## src/rtl/cnn_pkg.sv

```systemverilog
// Shared definitions for the CNN pipeline blocks.
//   DATA_W_DEF  : default signed sample width
//   gap_state_e : global-average-pooling FSM encoding (also the debug_state value)
//   clog2       : index-width helper, never returns less than 1
package cnn_pkg;

  localparam int DATA_W_DEF = 16;

  typedef enum logic [1:0] {
    GAP_IDLE   = 2'd0,
    GAP_ACCUM  = 2'd1,
    GAP_DIVIDE = 2'd2,
    GAP_DONE   = 2'd3
  } gap_state_e;

  function automatic int clog2(input int n);
    int r;
    r = 1;
    while ((1 << r) < n) r++;
    return r;
  endfunction

endpackage

```

## src/rtl/gap_accum_bank.sv

```systemverilog
// Per-channel accumulator register file for global average pooling.
//   clk, rst_n : clock, asynchronous active-low reset (clears all accumulators)
//   clr        : synchronous clear of every accumulator (wins over add_en)
//   add_en     : add sign-extended add_val into accumulator add_idx
//   add_idx    : channel being accumulated
//   add_val    : signed sample
//   rd_idx     : channel being read
//   rd_acc     : combinational read of accumulator rd_idx
module gap_accum_bank
  import cnn_pkg::*;
#(
  parameter int NUM_CH = 8,
  parameter int DATA_W = DATA_W_DEF,
  parameter int ACC_W  = DATA_W + 6,
  localparam int CH_W  = clog2(NUM_CH)
) (
  input  logic                     clk,
  input  logic                     rst_n,
  input  logic                     clr,
  input  logic                     add_en,
  input  logic [CH_W-1:0]          add_idx,
  input  logic signed [DATA_W-1:0] add_val,
  input  logic [CH_W-1:0]          rd_idx,
  output logic signed [ACC_W-1:0]  rd_acc
);

  logic signed [ACC_W-1:0] acc_q [NUM_CH];
  logic signed [ACC_W-1:0] acc_d [NUM_CH];
  logic signed [ACC_W-1:0] add_ext;

  always_comb begin
    add_ext = {{(ACC_W-DATA_W){add_val[DATA_W-1]}}, add_val};
    for (int i = 0; i < NUM_CH; i++) begin
      acc_d[i] = acc_q[i];
      if (clr) begin
        acc_d[i] = '0;
      end else if (add_en && (add_idx == CH_W'(i))) begin
        acc_d[i] = acc_q[i] + add_ext;
      end
    end
  end

  always_ff @(posedge clk or negedge rst_n) begin
    if (!rst_n) begin
      for (int i = 0; i < NUM_CH; i++) acc_q[i] <= '0;
    end else begin
      for (int i = 0; i < NUM_CH; i++) acc_q[i] <= acc_d[i];
    end
  end

  assign rd_acc = acc_q[rd_idx];

endmodule

```

## src/rtl/cnn_gap_unit.sv

```systemverilog
// Global-average-pooling stage: accumulates a channel-interleaved feature
// stream per channel, divides each sum by the map size and holds one average
// per channel for the fully connected stage.
//   clk, rst_n     : clock, asynchronous active-low reset
//   gap_en         : level enable from the control FSM
//   in_valid/in_ready/in_data : sample stream (ch0..chN-1 of pixel 0, then pixel 1, ...)
//   gap_done       : averages complete (level, held in DONE)
//   result_valid   : stored averages belong to the last completed frame
//   rd_addr/rd_data: registered read of one average, 1-cycle latency, 0 beyond NUM_CH
//   debug_state    : current FSM state encoding
//
// Handshake: a sample transfers on a rising edge where in_valid && in_ready.
// in_ready is registered and high exactly while the FSM is in ACCUM; in_data
// is ignored otherwise, and in_valid may drop at any time to stall.
module cnn_gap_unit
  import cnn_pkg::*;
#(
  parameter int NUM_CH   = 8,
  parameter int DATA_W   = DATA_W_DEF,
  parameter int MAP_PIX  = 64,
  parameter int PIX_LG2  = 6,
  localparam int ACC_W   = DATA_W + PIX_LG2,
  localparam int CH_W    = clog2(NUM_CH)
) (
  input  logic                     clk,
  input  logic                     rst_n,
  input  logic                     gap_en,
  input  logic                     in_valid,
  input  logic signed [DATA_W-1:0] in_data,
  output logic                     in_ready,
  output logic                     gap_done,
  output logic                     result_valid,
  input  logic [CH_W-1:0]          rd_addr,
  output logic signed [DATA_W-1:0] rd_data,
  output logic [1:0]               debug_state
);

  if (MAP_PIX != (1 << PIX_LG2)) begin : g_bad_map_pix
    $error("cnn_gap_unit: MAP_PIX must equal 2**PIX_LG2");
  end
  if (NUM_CH < 2) begin : g_bad_num_ch
    $error("cnn_gap_unit: NUM_CH must be at least 2");
  end

  // Averages are stored for every encodable address; entries at or above
  // NUM_CH are never written and so read back as 0.
  localparam int AVG_DEPTH = 1 << CH_W;
  localparam logic [CH_W-1:0]    CH_LAST  = CH_W'(NUM_CH - 1);
  localparam logic [PIX_LG2-1:0] PIX_LAST = PIX_LG2'(MAP_PIX - 1);

  gap_state_e state_q, state_d;
  logic [CH_W-1:0]    ch_cnt_q, ch_cnt_d;
  logic [CH_W-1:0]    div_cnt_q, div_cnt_d;
  logic [PIX_LG2-1:0] pix_cnt_q, pix_cnt_d;
  logic in_ready_q, in_ready_d;
  logic gap_done_q, gap_done_d;
  logic result_valid_q, result_valid_d;
  logic signed [DATA_W-1:0] avg_q [AVG_DEPTH];
  logic signed [DATA_W-1:0] avg_d [AVG_DEPTH];
  logic signed [DATA_W-1:0] rd_data_q, rd_data_d;

  logic                    accept;
  logic                    acc_clr;
  logic                    acc_add;
  logic signed [ACC_W-1:0] acc_rd;

  gap_accum_bank #(
    .NUM_CH (NUM_CH),
    .DATA_W (DATA_W),
    .ACC_W  (ACC_W)
  ) u_bank (
    .clk     (clk),
    .rst_n   (rst_n),
    .clr     (acc_clr),
    .add_en  (acc_add),
    .add_idx (ch_cnt_q),
    .add_val (in_data),
    .rd_idx  (div_cnt_q),
    .rd_acc  (acc_rd)
  );

  assign accept = in_valid && in_ready_q;

  always_comb begin
    state_d        = state_q;
    ch_cnt_d       = ch_cnt_q;
    pix_cnt_d      = pix_cnt_q;
    div_cnt_d      = div_cnt_q;
    result_valid_d = result_valid_q;
    avg_d          = avg_q;
    acc_clr        = 1'b0;
    acc_add        = 1'b0;

    case (state_q)
      GAP_IDLE: begin
        if (gap_en) begin
          state_d        = GAP_ACCUM;
          acc_clr        = 1'b1;
          ch_cnt_d       = '0;
          pix_cnt_d      = '0;
          div_cnt_d      = '0;
          result_valid_d = 1'b0;
        end
      end
      GAP_ACCUM: begin
        if (!gap_en) begin
          state_d        = GAP_IDLE;
          result_valid_d = 1'b0;
        end else if (accept) begin
          acc_add = 1'b1;
          if (ch_cnt_q == CH_LAST) begin
            ch_cnt_d  = '0;
            pix_cnt_d = pix_cnt_q + 1'b1;
            if (pix_cnt_q == PIX_LAST) begin
              state_d   = GAP_DIVIDE;
              div_cnt_d = '0;
            end
          end else begin
            ch_cnt_d = ch_cnt_q + 1'b1;
          end
        end
      end
      GAP_DIVIDE: begin
        if (!gap_en) begin
          state_d        = GAP_IDLE;
          result_valid_d = 1'b0;
        end else begin
          // Sum of MAP_PIX DATA_W-bit samples shifted right by PIX_LG2 always
          // lies in the DATA_W range, so plain truncation is exact.
          avg_d[div_cnt_q] = DATA_W'(acc_rd >>> PIX_LG2);
          if (div_cnt_q == CH_LAST) begin
            state_d = GAP_DONE;
          end else begin
            div_cnt_d = div_cnt_q + 1'b1;
          end
        end
      end
      GAP_DONE: begin
        // A new frame needs gap_en low for at least one cycle first.
        if (!gap_en) state_d = GAP_IDLE;
      end
      default: state_d = GAP_IDLE;
    endcase

    // Outputs are registered from the next state so they line up with it.
    in_ready_d = (state_d == GAP_ACCUM);
    gap_done_d = (state_d == GAP_DONE);
    if (state_d == GAP_DONE) result_valid_d = 1'b1;

    rd_data_d = avg_q[rd_addr];
  end

  always_ff @(posedge clk or negedge rst_n) begin
    if (!rst_n) begin
      state_q        <= GAP_IDLE;
      ch_cnt_q       <= '0;
      pix_cnt_q      <= '0;
      div_cnt_q      <= '0;
      in_ready_q     <= 1'b0;
      gap_done_q     <= 1'b0;
      result_valid_q <= 1'b0;
      rd_data_q      <= '0;
      for (int i = 0; i < AVG_DEPTH; i++) avg_q[i] <= '0;
    end else begin
      state_q        <= state_d;
      ch_cnt_q       <= ch_cnt_d;
      pix_cnt_q      <= pix_cnt_d;
      div_cnt_q      <= div_cnt_d;
      in_ready_q     <= in_ready_d;
      gap_done_q     <= gap_done_d;
      result_valid_q <= result_valid_d;
      rd_data_q      <= rd_data_d;
      for (int i = 0; i < AVG_DEPTH; i++) avg_q[i] <= avg_d[i];
    end
  end

  assign in_ready     = in_ready_q;
  assign gap_done     = gap_done_q;
  assign result_valid = result_valid_q;
  assign rd_data      = rd_data_q;
  assign debug_state  = state_q;

endmodule

```

## config.mk

```make
export PLATFORM = sky130hd
export DESIGN_NAME = cnn_gap_unit
export DESIGN_NICKNAME = d
export VERILOG_FILES = /design/src/rtl/cnn_pkg.sv /design/src/rtl/gap_accum_bank.sv /design/src/rtl/cnn_gap_unit.sv
export SDC_FILE = /design/constraint.sdc
export NUM_CORES = 1
export LEC_CHECK = 0
export ABC_AREA = 0
export CAP_MARGIN = 30
export CORE_MARGIN = 3
export CORE_UTILIZATION = 55
export CTS_CLUSTER_DIAMETER = 120
export DETAILED_ROUTE_END_ITERATION = 8
export PLACE_DENSITY = 0.72
export SYNTH_ARGS = -nofsm -noshare
export SYNTH_HDL_FRONTEND = slang
export SYNTH_SLANG_ARGS = --single-unit
```

## constraint.sdc

```tcl
create_clock -name clk -period 3.66 [get_ports clk]
set_clock_uncertainty 0.2 [all_clocks]
set_input_delay 0.366 -clock clk [delete_from_list [all_inputs] [get_ports clk]]
set_output_delay 0.366 -clock clk [all_outputs]
set_load 0.03 [all_outputs]
```

==> run_results.csv, run 1 <==
group,metric,value,unit
status,outcome,"finished clean",
clock_network,clk-insertion-delay-late,0.55,ns
sta,timing.final.crit_share,0.941,
die,io_count,44,
sta,achievable-frequency,0.290,GHz
synth,synth-xor-area-share,0.0563,
routing,via_count,18300,
worst_hold_path,worstHoldPathType,"in -> async",
sta,grt_setup_unrepaired,"false",
global_route,first_pass_grt_wire_length,94900,um
clock_network,sink_count,337,
synth,yosys_warnings,0,
finish,final_layout_size_suffix_gt1_frac,0.135,
die,floorplan.die.width,206,um
clock_network,cts_setup_buffers,0,
sta,timing_max_transition_violations_final,0,
clock_network,cts_inserted_buffers,41,
worst_setup_path,crit_arrival,3.68,ns
routing,firstDrtPassIters,5,
synth,largest_family_of_logic_cells_by_synthesized_area,"compound AO/OA/AOI/OAI gates",
synth,syn_area_per_cell,9.67,um^2
placement,detailedPlacementHpwl,41500,um
synth,post_synth_mux_area_share,0.0829,
finish,area_occupied_by_multi_input_gates,13200,um^2
clock_network,clk_pin_slew_worst_paths,0.06,ns
synth,synth_simple_gate_area_share,0.129,
placement,placement.io_buffers,43,
clock_network,cts_buffer_depth,3,
finish,area_delta_synth_final,15.0,%
finish,fillers,3188,
worst_setup_path,critPathMaxFanout,3,
power,total_power,10.0,mW
clock_network,tritoncts,"done",
sta,final_hold_viol_count,0,
routing,drc,0,
sta,finalCriticalPeriod,3.44,ns
finish,layout.area.seq,8430,um^2
power,leakage,12.5,nW
clock_network,level_count_of_the_clock_h_tree,2,
die,fp-row-count,72,
synth,ys_seq_area_frac,0.382,
sta,setup_viol_count_final,0,
placement,setup_slack_at_placement,-0.312,ns
flow_run,max-cap-violations,0,
worst_setup_path,crit_type,"reg -> reg",
synth,synth-compound-area-share,0.216,
global_route,total_global_routing_track_utilization,0.278,
worst_setup_path,worst_path_dominant_cell_family,"compound AO/OA/AOI/OAI gates",
global_route,maximum_number_of_pins_on_one_net_before_global_route_repair,77,
sta,worst_pin_slew,1.01,ns
synth,adder_and_majority_gate_portion_of_the_synthesized_area,0.110,
power,power.ir.vdd_worst,0.377,mV
placement,finalWeightedCongestion,0.998,
power,power_density,395,nW/um^2
worst_setup_path,critical_path.n_buffers_inverters,0,
worst_setup_path,timing.critical_path.to_type,"register",
worst_setup_path,crit_path_start_kind,"register",
synth,synth-edff-count,0,
synth,ys_async_sr_fraction,1.00,
synth,postSynthCellCount,2285,
die,initial_core_util,0.564,
worst_setup_path,slowest_stage,"or4b_1",
finish,n_antenna_cell,0,
synth,synth_flop_cell,"dfrtp_1",
finish,finalNetCount,2627,
worst_setup_path,slowest_delay,0.55,ns
clock_network,root_buffer,"clkbuf_16",
sta,final.setup.tns,0,ns
die,floorplan.core_area,39200,um^2
sta,slew_headroom,0.322,
routing,routed_wl,58000,um
routing,antenna_left,0,
synth,synth-seq-cells,337,
synth,netlist-cell-type-count,87,
routing,routed_wire_length_per_instance,19.6,um
worst_setup_path,chain_of_cells_forming_the_critical_path,"ha_1 -> fa_1 -> a21o_1 -> a21oi_2 -> o21bai_2 -> a2111oi_2 -> and4b_1 -> or4b_1 -> a31oi_2 -> xor2_1 -> o21ai_1",
global_route,grt_antenna_before_repair,0,
sta,finalWorstSetupSlack,0.217,ns
routing,drt_iter0_drc,1244,
synth,post_syn_nets,2498,
die,floorplan.die_area,42600,um^2
synth,syn-cell-area,22100,um^2
worst_setup_path,cp.required,3.90,ns
die,die_height,206,um
routing,route.detailed.vias_per_inst,6.18,
global_route,first_global_vias,18200,
global_route,globalRouteOverflowTotal,0,
[metrics by stage]
step	cell area, um^2	cells	hold WS, ns	util
2_1_floorplan	22100	2285	-0.130	-
3_3_place_gp	24000	2886	0.202	0.611
3_5_place_dp	24000	2888	0.207	0.613
4_1_cts	25400	2962	0.219	0.648
5_1_grt	25400	2962	0.248	0.648
6_report	25400	2962	0.189	0.648
[path summary, 6_finish.rpt]
path | depth (start not counted) | slack [ns] | to | from
worst max register to register | 11 | 0.22 | u_bank.acc_q[152] | u_bank.acc_q[132]
worst min register to register | 2 | 0.28 | avg_q[103] | avg_q[103]
worst max-delay path | 11 | 0.22 | u_bank.acc_q[152] | u_bank.acc_q[132]
worst min-delay path | 2 | 0.19 | gap_done | rst_n
max in group asynchronous | 3 | 2.07 | u_bank.acc_q[74] | rst_n
min in group clk | 3 | 0.25 | rd_data[1] | rd_addr[0]
[cell families (layout without fill, tap and decap cells)]
group,count (synthesis),in the layout
xor+xnor,142,142
mux,101,101
buf+inv,140,299
flops,337,337
simple gates,628,628
compound gates,747,747
fa+ha+maj,190,190
[sequential cells by signal, indices dropped and copies added, names as in the netlist]
| register | flops |
|---|---|
| result_valid | 1 |
| rd_data | 16 |
| debug_state | 2 |
| in_ready | 1 |
| u_bank.acc_q | 176 |
| gap_done | 1 |
| pix_cnt_q | 6 |
| avg_q | 128 |
| div_cnt_q | 3 |
| ch_cnt_q | 3 |
[routing by layer]
| layer | track usage | share of wire |
|---|---|---|
| met5 | 0 | 0 |
| met4 | 0.125 | 0.047 |
| met3 | 0.0320 | 0.045 |
| met2 | 0.463 | 0.47 |
| met1 | 0.367 | 0.43 |
[timing repair]
action	4_1_cts	5_1_grt
endpoints found under the hold margin	71	0
hold buffers	1	0
gates resized for setup	0	1
setup endpoints to repair	0	1
[placed cells by master (no fill, tap or decap), drive strengths merged, types with 15 or more instances in the layout]
cell	instances
and3	21
buf	144
nor2	192
clkbuf	55
clkdlybuf4s50	40
xnor2	79
o21bai	18
inv	41
dfrtp	337
a31oi	22
or3	19
o31ai	15
xor2	63
a21oi	241
a21o	96
ha	182
nand2	230
nor3	30
mux2i	20
mux2	17
mux4	64
a22o	62
nand3	35
o21ai	190
a211oi	21
nand2b	19
[synthesized netlist by cell type (5+ instances only)]
| cell | n | area share |
|---|---|---|
| nor3_1 | 30 | 0.0068 |
| mux2i_1 | 20 | 0.0091 |
| or3_1 | 19 | 0.0054 |
| nand4_1 | 14 | 0.0040 |
| dfrtp_1 | 337 | 0.38 |
| and4_1 | 5 | 0.0020 |
| ha_1 | 182 | 0.10 |
| o31ai_1 | 13 | 0.0044 |
| nand2_1 | 230 | 0.039 |
| a211oi_1 | 20 | 0.0068 |
| o21bai_1 | 17 | 0.0058 |
| a21oi_1 | 239 | 0.054 |
| and3_1 | 21 | 0.0059 |
| nand3b_1 | 7 | 0.0024 |
| o211ai_1 | 8 | 0.0027 |
| inv_1 | 38 | 0.0065 |
| xor2_1 | 63 | 0.025 |
| nand2b_1 | 19 | 0.0054 |
| or2_2 | 6 | 0.0017 |
| o21ai_0 | 186 | 0.042 |
| a21o_1 | 94 | 0.032 |
| a32o_1 | 7 | 0.0032 |
| nor2b_1 | 8 | 0.0023 |
| o2111ai_1 | 5 | 0.0020 |
| mux2_2 | 17 | 0.0087 |
| a211o_1 | 6 | 0.0024 |
| a31oi_1 | 21 | 0.0059 |
| buf_1 | 7 | 0.0012 |
| nand3_1 | 35 | 0.0079 |
| o21a_1 | 11 | 0.0037 |
| xnor2_1 | 79 | 0.031 |
| fa_1 | 8 | 0.0072 |
| and2_1 | 13 | 0.0037 |
| nor2_1 | 192 | 0.033 |
| nor4_1 | 8 | 0.0023 |
| clkbuf_1 | 91 | 0.015 |
| mux4_2 | 64 | 0.065 |
| a22o_1 | 62 | 0.025 |
[area by class of cell]
| cell class | instances | share of cell area |
|---|---|---|
| Sequential cell | 337 | 0.332 |
| Tap cell | 518 | 0.0255 |
| Clock buffer | 55 | 0.0457 |
| Clock inverter | 18 | 0.00877 |
| Inverter | 41 | 0.00606 |
| Timing Repair Buffer | 185 | 0.0633 |
| Multi-Input combinational cell | 1808 | 0.519 |
[where the power goes]
part | total [mW] | switching [mW] | internal, mW
clock network | 4.15 | 1.64 | 2.52
logic | 1.94 | 1.24 | 0.706
registers | 3.94 | 0.116 | 3.83
total | 10.0 | 2.99 | 7.05
Note: power is estimated with default switching activity, not from simulation.
==> inputs of run 2 (changes only) <==
--- a/config.mk
+++ b/config.mk
@@ -12,6 +12,7 @@
 export CTS_CLUSTER_DIAMETER = 120
 export DETAILED_ROUTE_END_ITERATION = 8
 export PLACE_DENSITY = 0.72
+export REMOVE_ABC_BUFFERS = 1
 export SYNTH_ARGS = -nofsm -noshare
 export SYNTH_HDL_FRONTEND = slang
 export SYNTH_SLANG_ARGS = --single-unit
==> constraint.sdc (replaced) <==
create_clock -name clk -period 4.28 [get_ports clk]
set_clock_uncertainty 0.2 [all_clocks]
set_input_delay 0.428 -clock clk [delete_from_list [all_inputs] [get_ports clk]]
set_output_delay 0.428 -clock clk [all_outputs]
set_load 0.03 [all_outputs]
==> run 2 against run 1 <==
Effect of this change:
- clock-buffer cell count is 8 higher
- global-route usage increased by 0.32 points
- cell area fell by 2.6%
- hold slack improved by 0.090 ns
==> run_results.csv, run 2 (synthesis results as in run 1) <==
group,metric,value,unit
power,power_density,343,nW/um^2
worst_setup_path,critical_path.n_buffers_inverters,0,
power,power.ir.vdd_worst,0.279,mV
routing,routed_wire_length_per_instance,20.4,um
clock_network,cts_buffer_depth,3,
routing,antenna_left,0,
worst_setup_path,r2r.worst_path.cells,11,
die,floorplan.core_area,39200,um^2
routing,drt_iter0_drc,1285,
placement,setup_slack_at_placement,0.145,ns
global_route,first_global_vias,18000,
sta,finalWorstSetupSlack,0.642,ns
routing,routed_wl,58800,um
die,floorplan.die_area,42600,um^2
sta,slew_headroom,0.349,
worst_setup_path,crit_path_start_kind,"register",
worst_setup_path,cp.required,4.51,ns
finish,area_occupied_by_multi_input_gates,13200,um^2
status,outcome,"finished clean",
global_route,maximum_number_of_pins_on_one_net_before_global_route_repair,114,
clock_network,clk_pin_slew_worst_paths,0.06,ns
die,floorplan.die.width,206,um
routing,route.detailed.vias_per_inst,6.25,
placement,placement.io_buffers,43,
worst_hold_path,hold_path_startpoint,"avg_q[125]",
worst_setup_path,chain_of_cells_forming_the_critical_path,"ha_1 -> fa_1 -> a21o_1 -> a21oi_2 -> o21bai_2 -> a2111oi_2 -> and4b_1 -> or4b_1 -> a31oi_2 -> xor2_1 -> o21ai_1",
finish,fillers,3192,
power,comb_power_share,0.190,
global_route,total_global_routing_track_utilization,0.281,
finish,n_antenna_cell,0,
sta,finalCriticalPeriod,3.64,ns
worst_setup_path,timing.critical_path.to,"u_bank.acc_q[152]",
worst_setup_path,slowest_delay,0.57,ns
die,fp-row-count,72,
clock_network,cts_setup_buffers,0,
sta,achievable-frequency,0.275,GHz
worst_hold_path,worstHoldPathType,"reg -> reg",
finish,layout.area.seq,8430,um^2
worst_setup_path,critical_path.startpoint,"u_bank.acc_q[132]",
worst_setup_path,critPathMaxFanout,3,
finish,top_register,"u_bank.acc_q",
global_route,first_pass_grt_wire_length,95200,um
clock_network,cts_resized,0,
finish,commonest_non_fill_non_tap_cell_in_the_layout,"dfrtp_1",
power,power_report.internal_total,5.92,mW
clock_network,sink_count,337,
worst_setup_path,worst_path_dominant_cell_family,"compound AO/OA/AOI/OAI gates",
clock_network,root_buffer,"clkbuf_16",
global_route,globalRouteOverflowTotal,0,
die,die_height,206,um
clock_network,cts_inserted_buffers,40,
clock_network,clk-insertion-delay-late,0.57,ns
clock_network,tritoncts,"done",
worst_setup_path,timing.critical_path.to_type,"register",
finish,area_delta_synth_final,12.0,%
power,leakage,12.1,nW
finish,finalNetCount,2542,
die,io_count,44,
die,initial_core_util,0.564,
worst_setup_path,cp.depth,11,
worst_setup_path,crit_type,"reg -> reg",
global_route,groute.layer.met3.usage,0.0397,
sta,final_hold_viol_count,0,
power,clockPowerShare,0.413,
routing,firstDrtPassIters,6,
placement,detailedPlacementHpwl,41500,um
finish,mostFrequentLayoutCells,"336 x dfrtp_1, 235 x a21oi_1, 230 x nand2_1",
routing,drc,0,
sta,final.setup.tns,0,ns
routing,via_count,18000,
global_route,top_usage_layer,"met2",
power,total_power,8.49,mW
power,netSwitchingPower,2.57,mW
finish,final_layout_size_suffix_gt1_frac,0.105,
global_route,grt_antenna_before_repair,0,
flow_run,max-cap-violations,0,
clock_network,level_count_of_the_clock_h_tree,2,
worst_setup_path,slowest_stage,"or4b_1",
global_route,grt.met1_usage,0.372,
sta,worst_pin_slew,0.950,ns
power,sw_frac_of_total,0.303,
worst_setup_path,crit_arrival,3.87,ns
sta,timing.final.crit_share,0.850,
finish,flip_flop_count_of_the_largest_register_all_copies_and_words_added,176,
sta,timing_max_transition_violations_final,0,
worst_setup_path,crit-reg2reg-capture,"u_bank.acc_q[152]",
global_route,global_route.usage.met2,0.465,
power,power_frac_seq,0.397,
worst_setup_path,timing.reg2reg.setup_slack,0.64,ns
sta,grt_setup_unrepaired,"false",
placement,finalWeightedCongestion,0.946,
worst_setup_path,worst_r2r_startpoint,"u_bank.acc_q[132]",
sta,setup_viol_count_final,0,
-- run 2: cell count changes in the layout (fill, tap and decap cells not counted) --
cell / delta
bufinv_16: -3
clkbuf_1: -1
clkinv_2: -5
a21oi_2: +2
clkinv_4: -1
inv_6: +1
buf_4: -84
o41ai_1: +1
a21oi_1: -2
clkbuf_8: +11
buf_12: -3
buf_8: +3
clkbuf_16: -2
o41ai_2: -1
-- run 2: area by class of cell --
class,instances,area share
Sequential cell,337,0.341
Clock buffer,63,0.0508
Multi-Input combinational cell,1808,0.533
Timing Repair Buffer,101,0.0389
Clock inverter,10,0.00435
Tap cell,518,0.0262
Inverter,41,0.00622
-- run 2: how the worst min path moves through the flow --
stage	endpoint	slack [ns]	cells past startpoint
floorplan	avg_q[0]	-0.07	0
global placement	avg_q[124]	0.26	2
detailed placement	avg_q[125]	0.27	2
CTS	avg_q[125]	0.28	2
global route	avg_q[104]	0.30	2
finish	avg_q[125]	0.28	2
-- run 2: layer usage --
metal | part of all wire | vias to the layer above
li1 | - | 8524
met5 | 0 | -
met4 | 0.041 | 0
met1 | 0.43 | 8785
met2 | 0.47 | 542
met3 | 0.055 | 144
-- run 2: power by group through the flow --
stage / logic [mW] / clock network, mW / registers [mW]
CTS: 1.60 / 3.59 / 3.37
detailed placement: 1.58 / 0 / 3.42
floorplan: 0.974 / 0 / 3.41
finish: 1.61 / 3.51 / 3.37
global placement: 1.52 / 0 / 3.42
global route: 1.77 / 3.71 / 3.38
-- run 2: through the flow --
step	std cells	instance area [um^2]	util	hold slack, ns
final	2878	24700	0.631	0.279
after global routing	2878	24700	0.631	0.305
after CTS	2878	24700	0.631	0.282
after detailed placement	2804	23400	0.596	0.270
after global placement	2799	23300	0.594	0.257
after floorplan	2186	21700	-	-0.0676
-- run 2: tightest hold or removal path: stages (launching register included) --
cell	delay, ns
dfrtp_1	0.34
nand2_1	0.04
o21ai_0	0.06
-- run 2: timing repair --
action	in CTS	in global routing
hold endpoints to repair	109	0
setup endpoints to repair	0	0
hold buffers	1	0
